`src/rtl/pc_gen.sv`:
```
// Program-counter generator: priority next-PC select (exc > redirect > stall > seq)
// with a circular return-address stack. Optional macro PC_ALIGN_CHECK_EN traps misaligned redirects.
module pc_gen #(
    parameter int               WIDTH        = 32,
    parameter logic [WIDTH-1:0] RESET_VECTOR = 32'h0000_3000,
    parameter logic [WIDTH-1:0] EXC_VECTOR   = 32'h0000_4180,
    parameter int               INC          = 4,
    parameter int               RAS_DEPTH    = 4
) (
    input  logic             clk,
    input  logic             reset,
    input  logic             stall,
    input  logic             exc,
    input  logic             redirect,
    input  logic [WIDTH-1:0] target,
    input  logic             push,
    input  logic [WIDTH-1:0] push_addr,
    input  logic             pop,
    output logic [WIDTH-1:0] pc,
    output logic [WIDTH-1:0] pc_plus,
    output logic [WIDTH-1:0] ras_top,
    output logic             ras_empty,
    output logic             ras_full,
    output logic             misalign
);

    localparam int               PW      = $clog2(RAS_DEPTH);
    localparam logic [PW:0]      CNT_MAX = (PW+1)'(RAS_DEPTH);
    localparam logic [PW:0]      CNT_ONE = (PW+1)'(1);
    localparam logic [PW-1:0]    SP_ONE  = PW'(1);
    localparam logic [WIDTH-1:0] INC_W   = WIDTH'(INC);

    // Occupancy count saturates at the stack depth; older entries are simply overwritten.
    function automatic logic [PW:0] sat_inc(input logic [PW:0] c);
        return (c == CNT_MAX) ? c : c + CNT_ONE;
    endfunction

    logic [WIDTH-1:0] ras_mem [RAS_DEPTH];
    logic [PW-1:0]    sp;
    logic [PW-1:0]    sp_dec;
    logic [PW-1:0]    sp_next;
    logic [PW:0]      cnt;
    logic [PW:0]      cnt_next;
    logic [WIDTH-1:0] pc_next;
    logic [PW-1:0]    wr_idx;
    logic             wr_en;
    logic             mis_redir;
    logic             trap;
    logic             ras_en;

`ifdef PC_ALIGN_CHECK_EN
    logic misalign_q;

    assign mis_redir = redirect && !exc && (target[1:0] != 2'b00);

    always_ff @(posedge clk or negedge reset) begin
        if (!reset) begin
            misalign_q <= 1'b0;
        end else begin
            misalign_q <= mis_redir;
        end
    end

    assign misalign = misalign_q;
`else
    assign mis_redir = 1'b0;
    assign misalign  = 1'b0;
`endif

    assign trap    = exc || mis_redir;
    assign ras_en  = !trap && !stall;
    assign sp_dec  = sp - SP_ONE;
    assign pc_plus = pc + INC_W;

    assign ras_empty = (cnt == '0);
    assign ras_full  = (cnt == CNT_MAX);
    assign ras_top   = ras_empty ? '0 : ras_mem[sp_dec];

    always_comb begin
        pc_next = pc_plus;
        if (trap) begin
            pc_next = EXC_VECTOR;
        end else if (redirect) begin
            pc_next = target;
        end else if (stall) begin
            pc_next = pc;
        end
    end

    // Push+pop on a non-empty stack rewrites the top in place; on an empty stack it is a plain push.
    always_comb begin
        sp_next  = sp;
        cnt_next = cnt;
        wr_en    = 1'b0;
        wr_idx   = sp;
        if (trap) begin
            sp_next  = '0;
            cnt_next = '0;
        end else if (ras_en) begin
            if (push && pop && !ras_empty) begin
                wr_en  = 1'b1;
                wr_idx = sp_dec;
            end else if (push) begin
                wr_en    = 1'b1;
                sp_next  = sp + SP_ONE;
                cnt_next = sat_inc(cnt);
            end else if (pop && !ras_empty) begin
                sp_next  = sp_dec;
                cnt_next = cnt - CNT_ONE;
            end
        end
    end

    always_ff @(posedge clk or negedge reset) begin
        if (!reset) begin
            pc  <= RESET_VECTOR;
            sp  <= '0;
            cnt <= '0;
        end else begin
            pc  <= pc_next;
            sp  <= sp_next;
            cnt <= cnt_next;
        end
    end

    always_ff @(posedge clk) begin
        if (wr_en) begin
            ras_mem[wr_idx] <= push_addr;
        end
    end

endmodule

```
`config.mk`:
```
export PLATFORM = sky130hd
export DESIGN_NAME = pc_gen
export DESIGN_NICKNAME = d
export VERILOG_FILES = /design/src/rtl/pc_gen.sv
export SDC_FILE = /design/constraint.sdc
export NUM_CORES = 1
export LEC_CHECK = 0
export ABC_AREA = 1
export CORE_MARGIN = 2
export CORE_UTILIZATION = 51
export CTS_CLUSTER_SIZE = 16
export DETAILED_ROUTE_END_ITERATION = 8
export PLACE_DENSITY = 0.92
export SLEW_MARGIN = 20
export SYNTH_ARGS = -nofsm -noshare
export SYNTH_HDL_FRONTEND = slang
export SYNTH_SLANG_ARGS = --single-unit
export TNS_END_PERCENT = 100
```
`constraint.sdc`:
```
create_clock -name clk -period 4.4 [get_ports clk]
set_input_delay 0.44 -clock clk [delete_from_list [all_inputs] [get_ports clk]]
set_output_delay 0.44 -clock clk [all_outputs]
set_load 0.03 [all_outputs]
```
* After elaboration in Yosys (flattened, before gate mapping)
Memory sizes are Yosys's and may differ from the RTL's.
Cells that the tools add are included.
** Word-level totals
- Register bits after elaboration :: 37
- Bits in writable memories :: 128
- Bits of input ports :: 71
- Output and inout port bits :: 99
- Logic and storage cells :: 49
- Memories :: 1
** Memory list
- ras_mem :: words 4, bits a word 32, read ports 1, clocked after Yosys merged registers in 0, wr ports 1, RTL line 38 : logic [WIDTH-1:0] ras_mem [RAS_DEPTH];
** Cells by class
- Add/subtract/negate cells :: 5
- Eq/ne operators :: 4
- Multiplexer cells :: 24
- Reductions and logical operators :: 12
** Operator list (count)
- two-way mux 32 bit :: 4
- adder 32 x 3 -> 32 bit (second input constant) :: 1
- two-way mux 3 bit :: 6
- two-way mux 2 bit :: 8
- two-way mux 1 bit :: 6
- logical AND 1 bit :: 4
- AND reduction 4 bit :: 1
- adder 3 x 1 -> 3 bit (second input constant) :: 1
- == test 3 bit (second input constant) :: 1
- logical NOT 1 bit :: 3
- logical NOT 3 bit :: 1
- != test 3 x 1 -> 1 bit (second input constant) :: 1
- != test 3 bit (second input constant) :: 1
- AND reduction 3 bit :: 1
- nonzero test 3 bit :: 1
- subtractor 3 x 1 -> 3 bit (second input constant) :: 1
- adder 2 x 1 -> 2 bit (second input constant) :: 1
- != test 2 bit (second input constant) :: 1
- nonzero test 2 bit :: 1
- subtractor 2 x 1 -> 2 bit (second input constant) :: 1

* Longest topological paths before layout
Gate-level depths: netlist of the first run.
- Depth in word-level cells :: 8
- Mapped depth :: 10
- Gate-level depth less buffers :: 10

* Worst setup path before layout of the first run
OpenSTA, ideal clock, no wires.
- Path kind :: input to register
- Start point :: input exc
- End point :: memory ras_mem[0][0] (enable)
- Setup time :: 0.461 ns
- Arrival time :: 3.217 ns
- Path slack :: 0.722 ns
- Stages on the path :: 6
- Cell sequence :: nor2_1 nand2_1 inv_1 nand4_1 xor2_1 nor3_1
** On the way
- Word-level cells in the longest chain between the ends :: 6
** Ends and longest elaborated chain
- from (decl) :: RTL line 13 : input logic exc,
- logical NOT 1 bit :: RTL line 71 : assign ras_en = !trap && !stall;
- logical AND 1 bit :: RTL line 71
- two-way mux 1 bit :: RTL line 99 : end else if (ras_en) begin
- two-way mux 1 bit :: RTL line 96 : if (trap) begin
- two-way mux 1 bit :: RTL line 127 : if (wr_en) begin
- two-way mux 1 bit (not written as such) :: RTL line 128 : ras_mem[wr_idx] <= push_addr;
- to (decl) :: RTL line 38
Parallel ways exist; a longest one is shown, timed or not.

* Worst setup path after layout of the first run
- Start point :: register sp[0]
- End point :: output ras_top[0]
** On the way
- Word-level cells in the longest chain between the ends :: 3
** Ends and longest elaborated chain
- from (decl) :: RTL line 39 : logic [PW-1:0] sp;
- from (signal assigned) :: RTL line 121 : sp <= sp_next;
- subtractor 2 x 1 -> 2 bit :: RTL line 72 : assign sp_dec = sp - SP_ONE;
- memory (4 x 32 bit)
- two-way mux 32 bit :: RTL line 77 : assign ras_top = ras_empty ? '0 : ras_mem[sp_dec];
- to (decl) :: RTL line 21 : output logic [WIDTH-1:0] ras_top,
No other way between the ends.

==> results of run 1 <==
worst max-delay path by stage:
| stage | start | endpoint | slack [ns] | depth (start not counted) |
|---|---|---|---|---|
| 6_report | sp[0] | ras_top[0] | 0.92 | 5 |
| 5_1_grt | sp[0] | ras_top[0] | 0.79 | 5 |
| 4_1_cts | sp[1] | ras_top[0] | 0.97 | 5 |
| 3_5_place_dp | exc | ras_mem[1][4] | 1.32 | 8 |
| 3_3_place_gp | exc | ras_mem[1][4] | 1.39 | 8 |
| 2_1_floorplan | exc | ras_mem[0][0] | 0.72 | 6 |
flip-flops by register name, indices dropped and copies added, names as in the netlist:
name / cells
cnt: 3
pc: 32
ras_mem: 128
sp: 2
cell families after synthesis:
family / synth area share (%)
DFF: 62.9
adders and majority gates: 0.429
xor gates and xnor gates: 2.38
buffers and inverters: 4.97
AOI/OAI and AO/OA: 8.68
and+or+nand+nor: 20.6
other: 0.0495
stage by stage:
step	area, µm²	hold slack (ns)
floorplan	7580	0.144
global placement	9440	0.486
detailed placement	9440	0.492
CTS	10000	0.167
global route	10000	0.199
finish	10000	0.154
final cells by class:
class / count / share of cell area, %
clock inverters: 14 / 1.61
well taps: 184 / 2.29
repair buffers: 181 / 17.7
clock buffers: 18 / 4.28
multi-input cells: 478 / 24.6
inverters: 52 / 1.95
flip-flops and latches: 165 / 47.6
metal layers:
metal | up-vias | part of all wire, %
met5 | - | 0
met4 | 0 | 1.8
met3 | 39 | 8.7
met2 | 324 | 51
met1 | 2949 | 38
li1 | 2894 | -
power groups by stage:
stage / sequential [W] / combinational (W) / clock, W
after floorplan: 0.00189 / 0.000769 / 0
after global placement: 0.00186 / 0.00142 / 0
after detailed placement: 0.00186 / 0.00143 / 0
after CTS: 0.00183 / 0.00144 / 0.00149
after global routing: 0.00184 / 0.00152 / 0.00155
final: 0.00183 / 0.00144 / 0.00147
cell usage after synthesis, drive strengths merged (2+ instances only):
cell type and n:
nand2 146, edfxtp 128, nand3 111, nor2 79, inv 49, a31oi 37, dfrtp 35, a22oi 32
clkbuf 25, a21oi 22, buf 17, o21ai 14, xor2 14, and2 5, nand3b 4, nor3 4
xnor2 4, clkinv 3, dfstp 2, nand4 2
critical path, stage by stage (launching register included):
cell	delay, ns
sky130_fd_sc_hd__dfrtp_1	0.52
sky130_fd_sc_hd__nor2_2	0.55
sky130_fd_sc_hd__buf_4	0.38
sky130_fd_sc_hd__a22oi_1	0.13
sky130_fd_sc_hd__a31oi_1	0.29
sky130_fd_sc_hd__clkdlybuf4s50_1	0.75
==> reports/results.txt, run 1 <==
initial antenna violation count: 0
worst IR drop on VDD: 0.000404 V
CTS root buf: sky130_fd_sc_hd__clkbuf_16
Layout Area Growth over Synthesis: 32.3%
# resized after CTS: 0
Syn Area/Cell: 10.3 µm²
number of cells produced by synthesis: 737
switching part of the total power: 34.6%
met2 Track Usage GR: 43.8%
drt initial violations: 643
final WL: 20000 µm
Fmax achieved: 0.287 GHz
Yosys top cell by area: sky130_fd_sc_hd__edfxtp_1
final setup fails: 0
synth warn: 0
Clock Sink Count: 165
routability congestion estimate from global placement: 0.968
Synth Flop Type: sky130_fd_sc_hd__edfxtp_1
Finished Layout Cells: 1092
async set-reset flop share out of synthesis: 22.4%
vias: 6206
Final TNS setup: 0 ns
Util after Layout: 69.0%
die span in x: 126 µm
commonest non-fill, non-tap cell in the layout: sky130_fd_sc_hd__clkdlybuf4s50_1
critical setup path kind: reg -> out
top library cells by usage in the layout, fill and taps aside: 167 x sky130_fd_sc_hd__clkdlybuf4s50_1, 143 x sky130_fd_sc_hd__nand2_1, 128 x sky130_fd_sc_hd__edfxtp_1
number of buffers inserted during clock tree synthesis: 17
part of the Yosys area used for sequential elements: 62.9%
GRT Overall Usage: 25.3%
Req. time, crit path: 3.96 ns
number of nets in the finished design: 968
cell count after placement: 1060
IO Pins: 170
Gate power share: 30.4%
n_diodes: 0
DIE HEIGHT: 126 µm
remaining number of nets flagged by the antenna check after routing: 0
Starting Density: 52.2%
Net Switching: 0.00164 W
cell area after synthesis: 7580 µm²
placeable core region: 14500 µm²
buffers added on ports: 168
number of global-route vias before repair: 6007
pre-CTS worst setup slack: 1.32 ns
Worst Hold Class: in -> async
Sequential cell area: 4770 µm²
Internal Dissipation: 0.00310 W
CTS tree: done
maximum number of pins on one net before global-route repair: 60
Critical Path Sink Type: output pin
Post-CTS Hold Buffers: 0
number of setup buffers added after CTS: 0
post-synthesis sequential element count: 165
Flop pwr share: 38.6%
clock edge transition at the registers on the reported setup and hold paths: 0.07 ns
Tightest Pin Transition: 1.06 ns
Routed wire per std cell: 18.3 µm
count of fill cells added during filler insertion: 1049
Post-DP HPWL: 12800 µm
dominant cells by area after synthesis: sky130_fd_sc_hd__edfxtp_1 51%, sky130_fd_sc_hd__dfrtp_1 12%, sky130_fd_sc_hd__nand3_1 7.3%
largest fanout on the critical path: 20
number of library cell types mapped by synthesis: 30
maxcap violations: 0
share of final-layout standard cells stronger than drive strength 1: 7.71%
remaining routing DRC violations: 0
EDFF count, synth: 128
number of placement rows: 44
worst reg-to-reg setup slack: 1.46 ns
global-route wire length before repair: 31200 µm
number of levels the H-tree was split into: 4
Clock Power Share: 31.0%
reg-to-reg critical path startpoint: sp[1]
crit path setup slack, layout: 0.919 ns
Slew headroom: 29.2%
layer carrying the most global-route usage: met2
power per cell area: 473 nW/µm²
arrival time of the worst setup path: 3.04 ns
share of Yosys cell area claimed by the top area cell type: 50.7%
Slew Limit Fails: 0
met3 global-route usage: 6.12%
multi-input logic area: 2470 µm²
post-route clock period utilization: 79.1%
R2R Path End: ras_mem[1][24]
count of final hold-check violations: 0
clock skew: 0.00840 ns
clock latency reported for the late side of the worst-skew pair: 0.43 ns
Worst Setup Start Kind: flop
post-layout min period: 3.48 ns
RSZ-0062 raised after global routing: false
static leakage power: 3.68 nW
routed via count divided by cell count: 5.68
overflow left after global routing: 0
run status: finished clean
syn nets: 810
number of optimization iterations in the first detailed-route pass: 5
number of buffers between clock root and the deepest sink: 2
met1 capacity usage during global routing: 31.0%
worst-case reg-to-reg path depth: 4
die area: 15900 µm²
Tot Pwr: 0.00474 W
(Power assumes the default switching activity.)
==> run 2, diff against run 1 <==
--- a/config.mk
+++ b/config.mk
@@ -7,10 +7,10 @@
 export LEC_CHECK = 0
 export ABC_AREA = 1
 export CORE_MARGIN = 2
-export CORE_UTILIZATION = 51
+export CORE_UTILIZATION = 46
 export CTS_CLUSTER_SIZE = 16
 export DETAILED_ROUTE_END_ITERATION = 8
-export PLACE_DENSITY = 0.92
+export PLACE_DENSITY = 0.88
 export SLEW_MARGIN = 20
 export SYNTH_ARGS = -nofsm -noshare
 export SYNTH_HDL_FRONTEND = slang
==> constraint.sdc (replaced) <==
create_clock -name clk -period 2.9 [get_ports clk]
set_input_delay 0.29 -clock clk [delete_from_list [all_inputs] [get_ports clk]]
set_output_delay 0.29 -clock clk [all_outputs]
set_load 0.03 [all_outputs]
==> run 2 against run 1 <==
Net effect: the run now ends with hold timing left; critical path depth unchanged; setup slack worse by 0.81 ns; global-route usage is 1.2 points lower; clock-buffer cell count unchanged; die area rose by 11%; cell area up 2.2%; clock power is 56% higher; via count rose by 2.3%.
==> reports/results.txt, run 2 (synthesized netlist as in run 1, its figures left out) <==
commonest non-fill, non-tap cell in the layout: sky130_fd_sc_hd__clkdlybuf4s50_1 (unchanged)
run status: finished, violations left (was finished clean)
Util after Layout: 64.1% (was 69.0%)
RSZ-0062 raised after global routing: false (unchanged)
drt initial violations: 612 (was 643)
worst hold margin: -0.0325 ns (was 0.154 ns)
Worst Hold Class: in -> async (unchanged)
Slew Limit Fails: 0 (unchanged)
clock latency reported for the late side of the worst-skew pair: 0.44 ns (was 0.43 ns)
remaining number of nets flagged by the antenna check after routing: 0 (unchanged)
maxcap violations: 0 (unchanged)
DIE HEIGHT: 132 µm (was 126 µm)
Critical Path Sink Type: output pin (unchanged)
critical-path cell list: nor2_2, buf_4, a22oi_1, a31oi_1, clkdlybuf4s50_1 (unchanged)
Layout Area Growth over Synthesis: 35.2% (was 32.3%)
final WL: 21200 µm (was 20000 µm)
worst setup path startpoint: sp[0] (unchanged)
vias: 6347 (was 6206)
buffers added on ports: 168 (unchanged)
critical setup path kind: reg -> out (unchanged)
count of final hold-check violations: 19 (was 0)
Clock Sink Count: 165 (unchanged)
max reg flops: 128 (unchanged)
post-layout min period: 2.79 ns
clock skew: 0.0173 ns (was 0.00840 ns)
number of placement rows: 46 (was 44)
Slew headroom: 39.7% (was 29.2%)
number of buffers inserted during clock tree synthesis: 17 (unchanged)
Post-DP HPWL: 14000 µm (was 12800 µm)
IO Pins: 170 (unchanged)
violations in the final reports: hold timing
Routed wire per std cell: 18.6 µm (was 18.3 µm)
routability congestion estimate from global placement: 0.890 (was 0.968)
initial antenna violation count: 0 (unchanged)
final setup fails: 0 (unchanged)
number of buffers between clock root and the deepest sink: 2 (unchanged)
largest fanout on the critical path: 26 (was 20)
Worst Setup Start Kind: flop (unchanged)
Top Registers: ras_mem (128), pc (32), cnt (3) (unchanged)
share of final-layout standard cells stronger than drive strength 1: 9.35% (was 7.71%)
register bank with the most flops: ras_mem (unchanged)
count of fill cells added during filler insertion: 1218 (was 1049)
overflow left after global routing: 0 (unchanged)
placeable core region: 16000 µm² (was 14500 µm²)
die span in x: 132 µm (was 126 µm)
reg-to-reg critical path startpoint: sp[0] (was sp[1])
top library cells by usage in the layout, fill and taps aside: 151 x sky130_fd_sc_hd__clkdlybuf4s50_1, 143 x sky130_fd_sc_hd__nand2_1, 128 x sky130_fd_sc_hd__edfxtp_1 (was 167 x sky130_fd_sc_hd__clkdlybuf4s50_1, 143 x sky130_fd_sc_hd__nand2_1, 128 x sky130_fd_sc_hd__edfxtp_1)
Post-CTS Hold Buffers: 0 (unchanged)
Fmax achieved: 0.358 GHz
clock edge transition at the registers on the reported setup and hold paths: 0.07 ns (about the same)
post-route clock period utilization: 96.3%
static leakage power: 3.92 nW (was 3.68 nW)
number of nets in the finished design: 980 (was 968)
number of global-route vias before repair: 6281 (was 6007)
GRT Overall Usage: 24.1% (was 25.3%)
routed via count divided by cell count: 5.59 (was 5.68)
worst IR drop on VDD: 0.000571 V (was 0.000404 V)
CTS root buf: sky130_fd_sc_hd__clkbuf_16 (unchanged)
CTS tree: done (unchanged)
die area: 17500 µm² (was 15900 µm²)
slowest CP cell: sky130_fd_sc_hd__clkdlybuf4s50_1 (unchanged)
remaining routing DRC violations: 0 (unchanged)
power per cell area: 712 nW/µm² (was 473 nW/µm²)
maximum number of pins on one net before global-route repair: 38 (was 60)
Starting Density: 47.4% (was 52.2%)
Post-Layout Inst Area: 10200 µm² (was 10000 µm²)
multi-input logic area: 2470 µm² (unchanged)
n_diodes: 0 (unchanged)
Tightest Pin Transition: 0.904 ns (was 1.06 ns)
number of optimization iterations in the first detailed-route pass: 5 (unchanged)
Sequential cell area: 4770 µm² (about the same)
area after detailed placement: 9600 µm² (was 9440 µm²)
arrival time of the worst setup path: 2.50 ns (was 3.04 ns)
number of levels the H-tree was split into: 4 (unchanged)
global-route wire length before repair: 32800 µm (was 31200 µm)
Req. time, crit path: 2.61 ns (was 3.96 ns)
largest incremental delay on the critical path: 0.73 ns (was 0.75 ns)
## run 2: changes by cell type in the layout (fill, tap and decap cells not counted), sizes merged
cell	delta
buf	+15
clkdlybuf4s50	-16
dlymetal6s2s	+12
clkinvlp	-1
clkinv	+3
dlygate4sd2	+1
inv	-2
## run 2: per-stage QoR
step	hold WS [ns]	instances	setup TNS [ns]	power [W]	worst slack [ns]
floorplan	-0.00559	737	-42.58	0.00404	-0.665
global placement	0.453	1104	0	0.00499	0.453
detailed placement	0.468	1104	0	0.00503	0.327
CTS	0.00637	1136	0	0.00731	0.0322
global route	0.0483	1136	0	0.00755	0.0125
finish	-0.0325	1136	0	0.00729	0.107
## run 2: critical path, delay by kind of cell (launching register included)
| kind | cells | cell delay, ns |
|---|---|---|
| AO/OA/AOI/OAI | 2 | 0.44 |
| buffers and inverters | 2 | 1.05 |
| flip-flops | 1 | 0.44 |
| AND/OR/NAND/NOR | 1 | 0.14 |
## run 2: layout make-up
class                           count  area share [%]
Sequential cell                   165            46.6
Multi-Input combinational cell    478            24.1
Timing Repair Buffer              193            18.8
Clock buffer                       18            4.19
Tap cell                          216            2.64
Inverter                           52            1.90
Clock inverter                     14            1.83
## run 2: where the power goes
part	internal, W	switching (W)	leakage [nW]
Sequential	0.00266	0.000112	1.62
Combinational	0.000827	0.00139	2.00
Clock	0.00124	0.00106	0.295
## run 2: path summary, 6_finish.rpt
check	to	slack, ns	cells after the start
worst max-delay path	ras_top[10]	0.11	5
worst min-delay path	pc[19]	-0.03	1
worst max register to register	ras_mem[1][24]	0.56	7
worst min register to register	pc[1]	0.54	2
max in group asynchronous	pc[20]	2.33	1
min in group clk	pc[0]	0.42	3
## run 2: metal layers
layer | track usage (%) | vias up | share of wire (%)
met5 | 0 | - | 0
met4 | 9.86 | 0 | 2.6
met3 | 5.19 | 40 | 8.7
met2 | 42.6 | 320 | 51
met1 | 28.5 | 3075 | 37
li1 | - | 2912 | -
## run 2: repair_timing
action	CTS	global route
resized for setup	1	13
buffers inserted	0	0
endpoints found under the setup margin	1	13
